## config.mk

```make
export PLATFORM = sky130hd
export DESIGN_NAME = bcd_serial_adder
export DESIGN_NICKNAME = d
export VERILOG_FILES = /design/src/rtl/bcd_serial_adder.sv
export SDC_FILE = /design/constraint.sdc
export NUM_CORES = 1
export LEC_CHECK = 0
export CORE_AREA = 2 2 98 100
export CTS_CLUSTER_DIAMETER = 40
export DETAILED_ROUTE_END_ITERATION = 6
export DIE_AREA = 0 0 100 102
export PLACE_DENSITY = 0.52
export SLEW_MARGIN = 15
export SYNTH_ARGS = -nofsm -noshare
export SYNTH_HDL_FRONTEND = slang
export SYNTH_SLANG_ARGS = --single-unit
```

## constraint.sdc

```tcl
create_clock -name clk -period 3.19 [get_ports clk]
set_input_delay 0.638 -clock clk [delete_from_list [all_inputs] [get_ports clk]]
set_output_delay 0.638 -clock clk [all_outputs]
set_load 0.05 [all_outputs]
```

## src/rtl/bcd_serial_adder.sv

```systemverilog
// Digit-serial packed-BCD adder. Operands are added one decimal digit per clock,
// least-significant digit first, through a single corrected digit adder.
module bcd_serial_adder #(
  parameter int NDIG = 4
) (
  input  logic            clk,
  input  logic            rst_n,
  input  logic            start,
  input  logic [4*NDIG-1:0] a,
  input  logic [4*NDIG-1:0] b,
  input  logic            cin,
  output logic            busy,
  output logic            done,
  output logic [4*NDIG-1:0] sum,
  output logic            cout,
  output logic            err
);
  localparam int W  = 4 * NDIG;
  localparam int CW = (NDIG > 1) ? $clog2(NDIG) : 1;

  typedef enum logic [1:0] {IDLE, ADD, DONE} state_t;

  state_t        state_q, state_d;
  logic [W-1:0]  a_q, a_d, b_q, b_d, res_q, res_d, sum_q, sum_d;
  logic [CW-1:0] cnt_q, cnt_d;
  logic          carry_q, carry_d, errp_q, errp_d;
  logic          cout_q, cout_d, err_q, err_d;

  logic          bad;
  logic [4:0]    raw;
  logic [3:0]    dig;
  logic          cy;

  always_comb begin
    // Flag any non-decimal nibble on either operand as presented at start.
    bad = 1'b0;
    for (int i = 0; i < NDIG; i++)
      if (a[4*i +: 4] > 4'd9 || b[4*i +: 4] > 4'd9) bad = 1'b1;

    // Invalid digits still follow the same rule; raw tops out at 31.
    raw = 5'(a_q[3:0]) + 5'(b_q[3:0]) + 5'(carry_q);
    if (raw >= 5'd10) begin
      dig = 4'(raw - 5'd10);
      cy  = 1'b1;
    end else begin
      dig = raw[3:0];
      cy  = 1'b0;
    end
  end

  always_comb begin
    state_d = state_q;
    a_d     = a_q;
    b_d     = b_q;
    res_d   = res_q;
    cnt_d   = cnt_q;
    carry_d = carry_q;
    errp_d  = errp_q;
    sum_d   = sum_q;
    cout_d  = cout_q;
    err_d   = err_q;
    case (state_q)
      IDLE: begin
        if (start) begin
          a_d     = a;
          b_d     = b;
          res_d   = '0;
          carry_d = cin;
          cnt_d   = '0;
          errp_d  = bad;
          state_d = ADD;
        end
      end
      ADD: begin
        // New digit enters at the MSD end so digit 0 lands at the LSB after NDIG shifts.
        res_d   = (res_q >> 4) | (W'(dig) << (W - 4));
        a_d     = a_q >> 4;
        b_d     = b_q >> 4;
        carry_d = cy;
        cnt_d   = cnt_q + 1'b1;
        if (cnt_q == CW'(NDIG - 1)) begin
          sum_d   = res_d;
          cout_d  = cy;
          err_d   = errp_q;
          state_d = DONE;
        end
      end
      DONE:    state_d = IDLE;
      default: state_d = IDLE;
    endcase
  end

  always_ff @(posedge clk or negedge rst_n) begin
    if (!rst_n) begin
      state_q <= IDLE;
      a_q     <= '0;
      b_q     <= '0;
      res_q   <= '0;
      cnt_q   <= '0;
      carry_q <= 1'b0;
      errp_q  <= 1'b0;
      sum_q   <= '0;
      cout_q  <= 1'b0;
      err_q   <= 1'b0;
    end else begin
      state_q <= state_d;
      a_q     <= a_d;
      b_q     <= b_d;
      res_q   <= res_d;
      cnt_q   <= cnt_d;
      carry_q <= carry_d;
      errp_q  <= errp_d;
      sum_q   <= sum_d;
      cout_q  <= cout_d;
      err_q   <= err_d;
    end
  end

  assign busy = (state_q == ADD);
  assign done = (state_q == DONE);
  assign sum  = sum_q;
  assign cout = cout_q;
  assign err  = err_q;

endmodule

```

=== Word level (Yosys, flattened, before mapping) ===
Index checks and enable logic that the tools add are counted.

* $add $sub $neg: 4
* Multipliers: 0
* Div/mod/pow operators: 0
* Order comparisons: 9
* Equality and inequality tests: 5
* Shift-type cells: 0
* Multiplexer cells: 19
* Bitwise logic cells: 1
* Reductions and logical operators: 10

{| class="wikitable"
|+ Operators by type and width
! cell !! count
|-
| case mux 16 bit (2 select lines) || 3
|-
| two-way mux 16 bit || 3
|-
| > comparator 4 bit (second input constant) || 8
|-
| bitwise OR 12 x 16 -> 16 bit || 1
|-
| case mux 2 bit (2 select lines) || 2
|-
| AND reduction 2 bit || 4
|-
| two-way mux 1 bit || 6
|-
| two-way mux 2 bit || 3
|-
| adder 4 x 4 -> 5 bit || 1
|-
| adder 5 x 1 -> 5 bit || 1
|-
| >= comparator 5 x 4 -> 1 bit (second input constant) || 1
|-
| equality test 2 bit (second input constant) || 2
|-
| logical OR 1 bit || 4
|-
| two-way mux 4 bit || 1
|-
| subtractor 4 bit (second input constant) || 1
|-
| adder 2 x 1 -> 2 bit (second input constant) || 1
|-
| equality test 2 x 1 -> 1 bit (second input constant) || 1
|-
| logical NOT 2 bit || 1
|-
| != test 2 x 1 -> 1 bit (second input constant) || 1
|-
| != test 2 bit (second input constant) || 1
|-
| case mux 1 bit (2 select lines) || 1
|-
| nonzero test 2 bit || 1
|}

* Register bits: 72
* Latch bits: 0
* RAM bits: 0
* Bits in read-only memories: 0
* Input bits: 36
* Output and inout bits: 20
* Memories kept: 0

=== Logic depth before layout (Yosys ltp) ===
Gate-level depths: netlist of run 1.

* Depth in word-level cells: 6
* Depth in mapped cells: 8
* Mapped depth without buffers: 8

=== Worst setup path after synthesis of run 1 ===
No wires, ideal clock.

* Path kind: register to register
* From: register a_q[0]
* To: register res_q[13]
* Arrival: 2.386 ns
* Required time: 3.069 ns
* Setup slack: 0.683 ns
* Cell stages (with the launch flop): 8
* Buffers on the path: 0
* Path through: dfrtp_1 > fa_1 > inv_1 > fa_1 > ha_1 > and4b_4 > or3_1 > a32o_2

* Cells in the longest elaborated chain, start to end: 6
* Elaborated cells on any way between the ends: 7
* Those cells by class: 3 x add/sub; 1 x order compare; 2 x mux; 1 x bitwise

{| class="wikitable"
|+ Ends and longest elaborated chain
! what !! line !! RTL
|-
| start, declared || 24 || <nowiki>logic [W-1:0] a_q, a_d, b_q, b_d, res_q, res_d, sum_q, sum_d;</nowiki>
|-
| start signal, assigned || 96 || <nowiki>a_q <= '0;</nowiki>
|-
| start signal, assigned || 107 || <nowiki>a_q <= a_d;</nowiki>
|-
| adder 4 x 4 -> 5 bit * || 41 || <nowiki>raw = 5'(a_q[3:0]) + 5'(b_q[3:0]) + 5'(carry_q);</nowiki>
|-
| adder 5 x 1 -> 5 bit * || 41 ||
|-
| subtractor 4 bit or >= comparator 5 x 4 -> 1 bit (tied branches) || 43, 42 ||
|-
| two-way mux 4 bit * || 42 || <nowiki>if (raw >= 5'd10) begin</nowiki>
|-
| bitwise OR 12 x 16 -> 16 bit * || 76 || <nowiki>res_d = (res_q >> 4) | (W'(dig) << (W - 4));</nowiki>
|-
| case mux 16 bit (2 select lines) * || 62 || <nowiki>case (state_q)</nowiki>
|-
| end signal, assigned || 109 || <nowiki>res_q <= res_d;</nowiki>
|-
| end, declared || 24 ||
|}

Mark *: on every way between the ends. The rest lies on a longest branch, timed or not.
A chain may end at the register's enable or synchronous reset.

=== Worst setup path in the final report of run 1 ===
Ends and elaborated chain as after synthesis.

==> qor.yml, run 1 <==
route:
  drt_iter0_drc: 66
  wl_um: 6450
  num_vias: 2127
  ant_nets: 0
  drc: 0
  wl_per_cell_um: 15.0
  via_per_inst: 4.94
  drtPass1Iterations: 3
timing:
  finalWorstSetupSlack_ns: 0.558
  setup_tns_ns: 0
  max_slew_margin_pct: 45.8
  setup_viol: 0
  tightest_slew_ns: 0.811
  layout_worst_path_cycle_share_pct: 82.5
  holdWs_ns: 0.154
  hold_viol: 0
  fmax_ghz: 0.380
  fin_worst_skew_ns: 0.0104
  final-max-slew-violation-count: 0
  rsz0062_at_grt: "false"
  min_period_ns: 2.63
die:
  start_util_pct: 33.3
  rows: 35
  ioPinCount: 56
  coreArea_um2: 9110
  die_h_um: 102
  die_width_um: 100
  design.die.area_um2: 10200
logic_synthesis:
  synth_ff_type: "dfrtp_1"
  synth-simple-area-share_pct: 8.05
  synth_fa_ha_area_share_pct: 3.39
  syn_area_per_cell_um2: 11.7
  yosysWarnings: 0
  synth_compound_area_share_pct: 15.6
  async_reset_ff_share_pct: 100
  yosysTopAreaCellShare_pct: 56.2
  yosys-top-cells-count: "dfrtp_1 (68), o21ai_0 (37), nand2_1 (30)"
  yosysTopAreaCell: "dfrtp_1"
  ys_ff_latch: 68
  yosysMostFrequentCell: "dfrtp_1"
  synthTopCellsByArea: "dfrtp_1 (56%), mux2i_1 (7.9%), o21ai_0 (6.1%), a22o_1 (5.2%), mux2_2 (5.2%)"
  synthMuxAreaShare_pct: 13.1
  synth_seq_area_share_pct: 56.2
  syn_inst: 259
  synthDistinctLibCells: 38
  netlist_area_um2: 3030
  synth-xor-area-share_pct: 0.826
  synth_top_family_by_area: "compound AO/OA/AOI/OAI gates"
  synth_edf_count: 0
  syn_nets: 302
clock_network:
  cts-root-buf: "clkbuf_8"
  htree_levels: 3
  post_cts_buffers: 0
  ctsHoldBuffers: 0
  cts_buffers: 9
  cts_resized: 0
  clockBufferDepth: 2
  path_clk_slew_ns: 0.07
  cts_sinks: 68
  worstSkewPairLatency_ns: 0.33
  cts_tree: "yes"
power:
  power.leakage_nw: 1.73
  ir_drop_mv: 0.332
  power_density_nw_per_um2: 1150
critical_path:
  startpoint_type: "flip-flop"
  cp.required_ns: 3.40
  crit_type: "reg2reg"
  endpoint_kind: "flip-flop"
  arrival_ns: 2.84
  crit_fanout: 7
finish:
  antenna_cells: 0
  drive_above_1_share_pct: 12.5
  fin_cells: 431
  nets: 359
  area_growth_pct: 28.2
  fillCellCount: 917
  stdcell_area_um2: 3880
grt:
  grt_max_degree: 38
  grt_pass1_vias: 2170
  track_usage_pct: 13.4
  grt_antenna_before_repair: 0
  grt_pass1_wl_um: 10700
  gr-total-overflow: 0
placed_design:
  place_inst: 416
  pre_cts_ws_ns: 0.577
  place_area_um2: 3710
  dpl.hpwl_um: 4470
  place_congestion: 0.769
  io_buffer_count: 55
hold_path:
  hold_path.class: "in2async"
run_status:
  outcome: "complete, no violations"
run:
  maxCapViolCount: 0
[where the power goes]
part / switching (mW) / leakage [nW] / internal, mW / total (mW)
sequential: 0.224 / 0.858 / 1.25 / 1.47
clock: 0.305 / 0.0828 / 0.322 / 0.628
combinational: 1.38 / 0.794 / 1.00 / 2.38
[cell type report]
cell class                      count  area [µm²]  share of cell area [%]
Tap cell                          111         139                    3.57
Timing Repair Buffer               61         601                    15.5
Multi-Input combinational cell    171        1250                    32.3
Sequential cell                    68        1700                    43.8
Clock buffer                       14         163                    4.19
Inverter                            5        18.8                   0.483
Clock inverter                      1        7.51                   0.193
[worst max-delay path, stage by stage, from the launching register on]
cell	delay, ns
dfrtp_1	0.40
fa_1	0.44
inv_1	0.08
fa_1	0.45
ha_1	0.27
and4b_4	0.23
or3_1	0.37
a32o_2	0.28
[layer usage]
metal  vias to the layer above  track usage (%)  wire length [µm]
li1                       1044                -                 -
met1                      1025             17.8              3170
met2                        52             21.4              2900
met3                         6             3.35               309
met4                         0             4.64                70
met5                         -                0                 0
[sequential cells by signal (all words and copies together) (netlist names)]
| name | count |
|---|---|
| a_q | 16 |
| b_q | 16 |
| carry_q | 1 |
| cnt_q | 2 |
| cout | 1 |
| err | 1 |
| errp_q | 1 |
| res_q | 12 |
| state_q | 2 |
| sum | 16 |
[path summary, 6_finish.rpt]
kind	from	to	slack, ns	depth (start not counted)
worst max-delay path	a_q[0]	res_q[13]	0.56	7
worst min-delay path	rst_n	sum[6]	0.15	1
worst max register to register	a_q[0]	res_q[13]	0.56	7
worst min register to register	a_q[9]	a_q[9]	0.48	2
max in group asynchronous	rst_n	a_q[5]	2.34	2
min in group clk	a_q[9]	a_q[9]	0.48	2
[metrics by stage]
stage	utilization, %	power [mW]
2_1_floorplan	-	3.22
3_3_place_gp	40.8	3.84
3_5_place_dp	40.8	3.90
4_1_cts	42.7	4.55
5_1_grt	42.7	4.85
6_report	42.7	4.48
[cells in the final DEF (no fill, tap or decap), types with 3 or more instances in the layout]
master | netlist | routed
dfrtp_1 | 68 | 68
clkdlybuf4s50_1 | 0 | 53
o21ai_0 | 37 | 37
nand2_1 | 30 | 30
mux2i_1 | 24 | 24
a22o_1 | 18 | 18
mux2_2 | 14 | 14
clkbuf_8 | 0 | 11
nor2_1 | 6 | 6
buf_4 | 1 | 6
ha_1 | 5 | 5
inv_1 | 5 | 4
nand4_1 | 3 | 3
a21oi_1 | 3 | 3
or3_1 | 3 | 3
clkbuf_1 | 8 | 3
[logic make-up after synthesis]
kind of cell | after synthesis
adders and majority gates | 7
and+or+nand+nor | 52
buffers and inverters | 20
DFF | 68
xor gates and xnor gates | 2
AOI/OAI and AO/OA | 72
muxes | 38
Power figures use the tool's default switching activity.
==> inputs of run 2 (changes only) <==
Clock period 3.19 ns to 2.5 ns, I/O delays scaled along.
==> qor.yml, run 2 (synthesis results as in run 1) <==
run_status:
  outcome: "complete, no violations"
placed_design:
  place_congestion: 0.809
  place_area_um2: 3760
  io_buffer_count: 55
  dpl.hpwl_um: 4420
timing:
  rsz0062_at_grt: "false"
  layout_worst_path_cycle_share_pct: 96.7
  tightest_slew_ns: 0.503
  setup_viol: 0
  min_period_ns: 2.42
  holdWs_ns: 0.180
  fin_worst_skew_ns: 0.00578
  fmax_ghz: 0.414
  hold_viol: 0
  final-max-slew-violation-count: 0
  max_slew_margin_pct: 66.4
critical_path:
  crit_fanout: 6
  cp.required_ns: 2.71
  startpoint_type: "flip-flop"
  crit_type: "reg2reg"
  arrival_ns: 2.63
  crit_path_top_delay_cell: "fa_2"
  crit_path_frequent_cell: "fa_2"
  cp_cell_sequence: "fa_2 -> inv_2 -> fa_2 -> ha_2 -> and4b_4 -> or3_4 -> a32o_2"
  endpoint_kind: "flip-flop"
  critPathBufInv: 1
  path_delay_family: "adder cells"
  cpPeakStageDelay_ns: 0.45
route:
  ant_nets: 0
  drc: 0
  wl_per_cell_um: 14.5
  drt_iter0_drc: 53
  wl_um: 6320
  via_per_inst: 4.83
  num_vias: 2104
  drtPass1Iterations: 4
die:
  ioPinCount: 56
  die_width_um: 100
  design.die.area_um2: 10200
  start_util_pct: 33.3
  coreArea_um2: 9110
  die_h_um: 102
  rows: 35
finish:
  area_growth_pct: 31.2
  antenna_cells: 0
  seq_area_um2: 1700
  fillCellCount: 863
  multi_input_area_um2: 1270
  nets: 365
  final_cell_mix: "dfrtp_1 (68), clkdlybuf4s50_1 (53), o21ai_0 (37)"
  final_common_cell: "dfrtp_1"
  drive_above_1_share_pct: 16.0
  stdcell_area_um2: 3980
power:
  power.leakage_nw: 1.78
  power_density_nw_per_um2: 1520
  ir_drop_mv: 0.436
clock_network:
  path_clk_slew_ns: 0.07
  ctsHoldBuffers: 0
  cts_sinks: 68
  cts-root-buf: "clkbuf_8"
  clockBufferDepth: 2
  cts_tree: "yes"
  cts_buffers: 9
  htree_levels: 3
  worstSkewPairLatency_ns: 0.33
hold_path:
  hold_path.class: "in2async"
grt:
  grt_antenna_before_repair: 0
  track_usage_pct: 13.3
  grt_pass1_wl_um: 10700
  grt_pass1_vias: 2130
  grt_max_degree: 69
  gr-total-overflow: 0
run:
  maxCapViolCount: 0
[run 2: changes by cell type in the layout (fill, tap and decap cells not counted), sizes merged]
| cell | delta |
|---|---|
| bufinv | +1 |
| clkinv | +1 |
| clkbuf | -2 |
| clkinvlp | -1 |
| buf | +6 |
[run 2: worst paths after layout]
path	start	end	slack [ns]	cells past startpoint
worst max register to register	carry_q	res_q[13]	0.08	7
worst min register to register	cout	cout	0.48	2
max in group asynchronous	rst_n	a_q[2]	2.02	2
worst min-delay path	rst_n	sum[2]	0.18	2
worst max-delay path	carry_q	res_q[13]	0.08	7
min in group clk	cout	cout	0.48	2
[run 2: repair_timing]
item                       CTS  global route
setup endpoints to repair    1             3
pin swaps                    1             6
setup buffers                1             1
gates resized for setup      1             3
[run 2: metrics by stage]
stage	power [mW]	setup TNS, ns	utilization, %	setup slack (ns)	cells
2_1_floorplan	4.11	0	-	0.0307	259
3_3_place_gp	5.04	0	41.3	0.0113	420
3_5_place_dp	5.10	-0.00133	41.3	-0.00133	420
4_1_cts	6.05	0	43.5	0.0147	435
5_1_grt	6.52	0	43.6	0.00653	436
6_report	6.05	0	43.6	0.0821	436
[run 2: power breakdown]
part	internal, mW	leakage, nW	switching (mW)	total (mW)
logic	1.48	0.825	1.81	3.29
clock network	0.504	0.0983	0.386	0.889
registers	1.59	0.858	0.281	1.87
[run 2: layout make-up]
| type | count | share of cell area [%] |
|---|---|---|
| Clock buffer | 12 | 3.90 |
| Clock inverter | 2 | 0.881 |
| Inverter | 5 | 0.472 |
| Multi-Input combinational cell | 171 | 31.9 |
| Sequential cell | 68 | 42.8 |
| Tap cell | 111 | 3.49 |
| Timing Repair Buffer | 67 | 16.6 |
[run 2: per-layer routing]
metal / GRT usage (%) / share of wire, % / vias up
met5: 0 / 0 / -
li1: - / - / 1053
met4: 4.11 / 0.79 / 0
met1: 18.8 / 51 / 994
met2: 20.6 / 44 / 50
met3: 2.67 / 4.6 / 7
[run 2: worst register-to-register path, stage by stage, from the launching register on]
cell and delay, ns:
dfrtp_1 0.40, fa_2 0.40, inv_2 0.06, fa_2 0.45
ha_2 0.20, and4b_4 0.21, or3_4 0.33, a32o_2 0.25
